===== src/rtl/calc1_pkg.sv =====
// Shared encodings and widths for the calc1 request/response protocol.
package calc1_pkg;
    localparam int DATA_W = 32;

    typedef enum logic [3:0] {
        CMD_NOP = 4'd0,
        CMD_ADD = 4'd1,
        CMD_SUB = 4'd2,
        CMD_SHL = 4'd5,
        CMD_SHR = 4'd6
    } cmd_e;

    typedef enum logic [1:0] {
        RESP_NONE = 2'd0,
        RESP_OK   = 2'd1,
        RESP_ERR  = 2'd2
    } resp_e;

    typedef enum logic [1:0] {
        ST_IDLE,
        ST_OP2,
        ST_EXEC,
        ST_RESP
    } state_e;
endpackage


===== src/rtl/calc1_port_responder_if.sv =====
// calc1 request/response bundle; master is the requester, slave the responder.
interface calc1_port_responder_if;
    import calc1_pkg::*;

    logic [3:0]        req_cmd_in;
    logic [DATA_W-1:0] req_data_in;
    logic [1:0]        out_resp;
    logic [DATA_W-1:0] out_data;
    logic              busy;
    logic              proto_err;

    modport master (
        output req_cmd_in, req_data_in,
        input  out_resp, out_data, busy, proto_err
    );

    modport slave (
        input  req_cmd_in, req_data_in,
        output out_resp, out_data, busy, proto_err
    );
endinterface


===== src/rtl/calc1_alu.sv =====
// Combinational add/sub/shift with overflow, underflow and invalid-command detection.
// Error responses always carry zero data.
module calc1_alu
    import calc1_pkg::*;
(
    input  logic [3:0]        i_cmd,
    input  logic [DATA_W-1:0] i_op1,
    input  logic [DATA_W-1:0] i_op2,
    output resp_e             o_resp,
    output logic [DATA_W-1:0] o_data
);
    logic [DATA_W:0] w_sum;

    assign w_sum = {1'b0, i_op1} + {1'b0, i_op2};

    always_comb begin
        o_resp = RESP_ERR;
        o_data = '0;
        case (i_cmd)
            CMD_ADD: begin
                if (!w_sum[DATA_W]) begin
                    o_resp = RESP_OK;
                    o_data = w_sum[DATA_W-1:0];
                end
            end
            CMD_SUB: begin
                if (i_op2 <= i_op1) begin
                    o_resp = RESP_OK;
                    o_data = i_op1 - i_op2;
                end
            end
            // Only the low five bits of op2 form the shift amount.
            CMD_SHL: begin
                o_resp = RESP_OK;
                o_data = i_op1 << i_op2[4:0];
            end
            CMD_SHR: begin
                o_resp = RESP_OK;
                o_data = i_op1 >> i_op2[4:0];
            end
            default: begin
                o_resp = RESP_ERR;
                o_data = '0;
            end
        endcase
    end
endmodule


===== src/rtl/calc1_port_responder.sv =====
// Per-port calc1 engine: cmd+op1, then op2, EXEC_CYCLES of execution, one-cycle response.
// No backpressure: commands arriving outside IDLE are dropped and flag proto_err.
module calc1_port_responder
    import calc1_pkg::*;
#(
    parameter int EXEC_CYCLES = 1,
    parameter int DATA_W      = 32
) (
    input  logic                   c_clk,
    input  logic                   reset,
    calc1_port_responder_if.slave  bus
);
    state_e              r_state;
    state_e              w_next;
    logic [3:0]          r_cmd;
    logic [DATA_W-1:0]   r_op1;
    logic [DATA_W-1:0]   r_op2;
    logic [3:0]          r_cnt;
    logic [1:0]          r_resp;
    logic [DATA_W-1:0]   r_data;
    logic                r_perr;
    logic                w_last;
    resp_e               w_alu_resp;
    logic [DATA_W-1:0]   w_alu_data;

    assign w_last = (r_cnt == 4'(EXEC_CYCLES - 1));

    calc1_alu u_alu (
        .i_cmd  (r_cmd),
        .i_op1  (r_op1),
        .i_op2  (r_op2),
        .o_resp (w_alu_resp),
        .o_data (w_alu_data)
    );

    always_ff @(posedge c_clk or posedge reset) begin
        if (reset) r_state <= ST_IDLE;
        else       r_state <= w_next;
    end

    always_comb begin
        w_next = r_state;
        case (r_state)
            ST_IDLE: if (bus.req_cmd_in != CMD_NOP) w_next = ST_OP2;
            ST_OP2:  w_next = ST_EXEC;
            ST_EXEC: if (w_last) w_next = ST_RESP;
            ST_RESP: w_next = ST_IDLE;
            default: w_next = ST_IDLE;
        endcase
    end

    always_comb begin
        bus.busy      = (r_state != ST_IDLE);
        bus.out_resp  = r_resp;
        bus.out_data  = r_data;
        bus.proto_err = r_perr;
    end

    always_ff @(posedge c_clk or posedge reset) begin
        if (reset) begin
            r_cmd  <= '0;
            r_op1  <= '0;
            r_op2  <= '0;
            r_cnt  <= '0;
            r_resp <= '0;
            r_data <= '0;
            r_perr <= 1'b0;
        end else begin
            if (r_state != ST_IDLE && bus.req_cmd_in != CMD_NOP) r_perr <= 1'b1;
            case (r_state)
                ST_IDLE: begin
                    if (bus.req_cmd_in != CMD_NOP) begin
                        r_cmd <= bus.req_cmd_in;
                        r_op1 <= bus.req_data_in;
                    end
                end
                ST_OP2: begin
                    r_op2 <= bus.req_data_in;
                    r_cnt <= '0;
                end
                ST_EXEC: begin
                    r_cnt <= r_cnt + 4'd1;
                    if (w_last) begin
                        r_resp <= w_alu_resp;
                        r_data <= w_alu_data;
                    end
                end
                ST_RESP: begin
                    r_resp <= '0;
                    r_data <= '0;
                end
                default: ;
            endcase
        end
    end
endmodule


===== src/flat_wrapper.sv =====
// flat-port wrapper written by rule: the top's interface ports become plain ports
module calc1_port_responder_flat import calc1_pkg::*;
#(
    parameter int EXEC_CYCLES = 1,
    parameter int DATA_W      = 32
)
  (c_clk, reset, bus_req_cmd_in, bus_req_data_in, bus_out_resp, bus_out_data, bus_busy, bus_proto_err);
  calc1_port_responder_if bus_i ();
  input  logic c_clk;
  input  logic reset;
  input wire logic [$bits(bus_i.req_cmd_in)-1:0] bus_req_cmd_in;
  input wire logic [$bits(bus_i.req_data_in)-1:0] bus_req_data_in;
  output wire logic [$bits(bus_i.out_resp)-1:0] bus_out_resp;
  output wire logic [$bits(bus_i.out_data)-1:0] bus_out_data;
  output wire logic [$bits(bus_i.busy)-1:0] bus_busy;
  output wire logic [$bits(bus_i.proto_err)-1:0] bus_proto_err;
  assign bus_i.req_cmd_in = bus_req_cmd_in;
  assign bus_i.req_data_in = bus_req_data_in;
  assign bus_out_resp = bus_i.out_resp;
  assign bus_out_data = bus_i.out_data;
  assign bus_busy = bus_i.busy;
  assign bus_proto_err = bus_i.proto_err;
  calc1_port_responder #(.EXEC_CYCLES(EXEC_CYCLES), .DATA_W(DATA_W)) u_core (.c_clk(c_clk), .reset(reset), .bus(bus_i));
endmodule

===== config.mk =====
export PLATFORM = sky130hd
export DESIGN_NAME = calc1_port_responder_flat
export DESIGN_NICKNAME = d
export VERILOG_FILES = /design/src/rtl/calc1_pkg.sv /design/src/rtl/calc1_port_responder_if.sv /design/src/rtl/calc1_alu.sv /design/src/rtl/calc1_port_responder.sv /design/src/flat_wrapper.sv
export SDC_FILE = /design/constraint.sdc
export NUM_CORES = 1
export LEC_CHECK = 0
export CORE_UTILIZATION = 55
export CTS_CLUSTER_SIZE = 14
export DETAILED_ROUTE_END_ITERATION = 16
export PLACE_DENSITY = 0.8
export SYNTH_ARGS = -nofsm -noshare
export SYNTH_HDL_FRONTEND = slang
export SYNTH_HIERARCHICAL = 1
export SYNTH_SLANG_ARGS = --single-unit

===== constraint.sdc =====
create_clock -name c_clk -period 4.82 [get_ports c_clk]
set_input_delay 1.446 -clock c_clk [delete_from_list [all_inputs] [get_ports c_clk]]
set_output_delay 1.446 -clock c_clk [all_outputs]
set_load 0.1 [all_outputs]

==> results.yml <==
detailed_routing:
  via_per_inst: 7.15
  wl_per_cell_um: 26.9
  ant_nets: 0
  vias: 11600
  dr.first_iter.drc_count: 1693
  remaining_drc_errors: 0
  firstDrtPassIters: 6
  wl_um: 43700
sta:
  finalHoldViolCount: 0
  finalWorstSetupSlack_ns: 0.396
  rsz0062_at_grt: "no"
  slew_headroom: 0.220
  setup_tns_ns: 0
  slew_violations: 0
  fmax_mhz: 226
  tightest_slew_ns: 1.17
  fin_skew_ns: 0.0147
  fin_crit_ns: 4.42
  timing.final.crit_share: 0.918
  setup_viol: 0
worst_setup_path:
  critPathMaxFanout: 22
  crit_required_ns: 5.13
  crit_chain: "ha_1 -> fa_1 -> nand3b_1 -> a21oi_1 -> o21ai_0 -> a2111oi_4 -> o221ai_2 -> nor2_2 -> buf_4 -> buf_4 -> nand2_1 -> o211a_1 -> o21ai_1 -> a22o_1"
  end_kind: "flop"
  slowest_stage: "nor2_2"
  setup.worst_path.class: "reg -> reg"
  critPathArrivalTime_ns: 4.73
  crit_top_cell: "buf_4"
  slowest_delay_ns: 0.88
  critPathLaunchType: "flop"
logic_synthesis:
  synth_largest_area_cell: "dfrtp_1"
  yosysSeqAreaShare: 0.238
  synth_edf_count: 0
  synth_nets: 1431
  synth-async-reset-ratio: 1.00
  ys_ff_latch: 109
  yosys-top-cells-area: "dfrtp_1 (24%), ha_1 (7.8%), mux4_2 (7.3%)"
  ys.flop_type: "dfrtp_1"
  synth_cell_types: 85
  yosysTopAreaCellShare: 0.238
  syn-instance-count: 1320
  synth_area_um2: 11400
  syn_avg_cell_area_um2: 8.67
  yosysWarningCount: 6
clock_network:
  worstSkewPairLatency_ns: 0.37
  numClockSinks: 109
  path_clk_slew_ns: 0.09
  hold_buffers: 0
  post-cts-setup-buffers: 0
  ctsResizeCount: 0
  cts_max_path_buffers: 2
  numCtsBuffers: 9
  ctsRootBufferMaster: "clkbuf_16"
  cts_tree: "built"
  cts_max_level: 3
placed_design:
  dp_worst_setup_slack_ns: 0.616
  finalWeightedCongestion: 1.02
  numPortBuffers: 73
  dpl.hpwl_um: 33600
worst_hold_path:
  min_path_type: "reg -> reg"
layout:
  nets: 1459
  diodes: 0
  drive_gt1_frac: 0.145
  syn_to_final_growth_pct: 10.4
  n_fill_cell: 1795
die:
  design.die.area_um2: 21400
  pin_count: 74
  core-area_um2: 20300
  start_util: 0.564
  die_h_um: 146
  num_rows: 52
  dieWidth_um: 146
global_route:
  grt_usage: 0.409
  grt_overflow: 0
  grt_pass1_wl_um: 66200
  antenna_found_initial: 2
  grt_max_degree: 71
  grt_pass1_vias: 10700
flow_run:
  cap_violations: 0
run_status:
  status: "completed"
metal layers:
metal | track usage | routed length (um)
met1 | 0.611 | 18900
met2 | 0.587 | 18400
met3 | 0.0975 | 5490
met4 | 0.103 | 926
met5 | 0 | 10
layout by cell type (no fill, tap or decap), types with 11 or more instances in the layout:
cell and count:
o221a_1 15, nor2_1 140, a31oi_1 16, dfrtp_1 106, mux2_2 61, a21oi_1 102, o21ai_1 37, a221oi_1 19
nor3_1 22, mux4_2 37, buf_4 40, o21bai_1 16, o22ai_1 18, nand3_1 21, a22o_1 39, clkdlybuf4s50_1 73
o31ai_1 12, ha_1 71, a211oi_1 22, nand2b_1 15, mux2i_1 49, nand2_1 75, nand4_1 11, a21o_1 17
inv_1 63, o21ai_0 55
worst max-delay path, delay by kind of cell (launching register included):
family,cells,cell delay (ns)
flip-flops,1,0.52
AO/OA/AOI/OAI,7,1.62
buffers and inverters,2,0.43
adder cells (fa/ha/maj),2,0.65
AND/OR/NAND/NOR,3,1.14
kinds of logic (layout without fill, tap and decap cells):
logic type                 Yosys count  after routing  synth area share
DFF                                109            109             0.238
AOI/OAI and AO/OA                  473            473             0.291
muxes                              154            154             0.185
and+or+nand+nor                    339            339             0.137
buffers and inverters              172            205            0.0682
adders and majority gates           73             73            0.0811
cell type report:
type | instances | area, um2 | area share
clock buffer | 10 | 229 | 0.0181
clock inverter | 6 | 55.1 | 0.00436
inverter | 75 | 284 | 0.0225
multi-input combinational | 1039 | 7940 | 0.629
sequential | 109 | 2730 | 0.216
tap | 270 | 338 | 0.0267
timing repair buffer | 114 | 1050 | 0.0832
registers in the layout, summed over array words and instances (netlist names):
signal                flops
u_core/bus.out_data      32
u_core/bus.out_resp       2
u_core/bus.proto_err      1
u_core/r_cmd              4
u_core/r_cnt              4
u_core/r_op1             32
u_core/r_op2             32
u_core/r_state            2
path summary, 6_finish.rpt:
kind,start,end,slack [ns],cells after the start
worst max-delay path,u_core/r_op2[0],u_core/bus.out_data[10],0.40,14
worst min-delay path,u_core/bus.out_data[5],u_core/bus.out_data[5],0.50,1
worst max register to register,u_core/r_op2[0],u_core/bus.out_data[10],0.40,14
worst min register to register,u_core/bus.out_data[5],u_core/bus.out_data[5],0.50,1
max in group asynchronous,reset,u_core/r_op2[3],2.53,3
min in group asynchronous,reset,u_core/r_op1[24],1.48,2
Yosys cell counts (all sizes together) (5+ instances only):
master / number
nor2: 141
dfrtp: 109
a21oi: 102
o21ai: 94
nand2: 75
inv: 74
ha: 71
mux2: 68
buf: 58
mux2i: 49
a22o: 39
clkbuf: 39
mux4: 37
nor3: 25
a211oi: 22
nand3: 21
a221oi: 19
o22ai: 18
a21o: 17
a31oi: 17
o21bai: 16
nand2b: 15
o221a: 15
o31ai: 13
nand4: 11
o221ai: 11
a22oi: 10
nor2b: 10
o211ai: 10
o21a: 9
or3: 9
a31o: 7
and3: 7
o41ai: 7
or2: 7
o211a: 6
nor4: 5
through the flow:
step	cells	utilization	area, um2	hold WS [ns]
3_5_place_dp	1607	0.608	12300	0.486
2_1_floorplan	1320	-	11400	0.460
3_3_place_gp	1607	0.608	12300	0.460
6_report	1623	0.622	12600	0.502
4_1_cts	1623	0.622	12600	0.505
5_1_grt	1623	0.622	12600	0.515
Power is left out: the tool's default activity adds up to more than one toggle a clock period on the data nets, which glitch-free logic cannot reach.
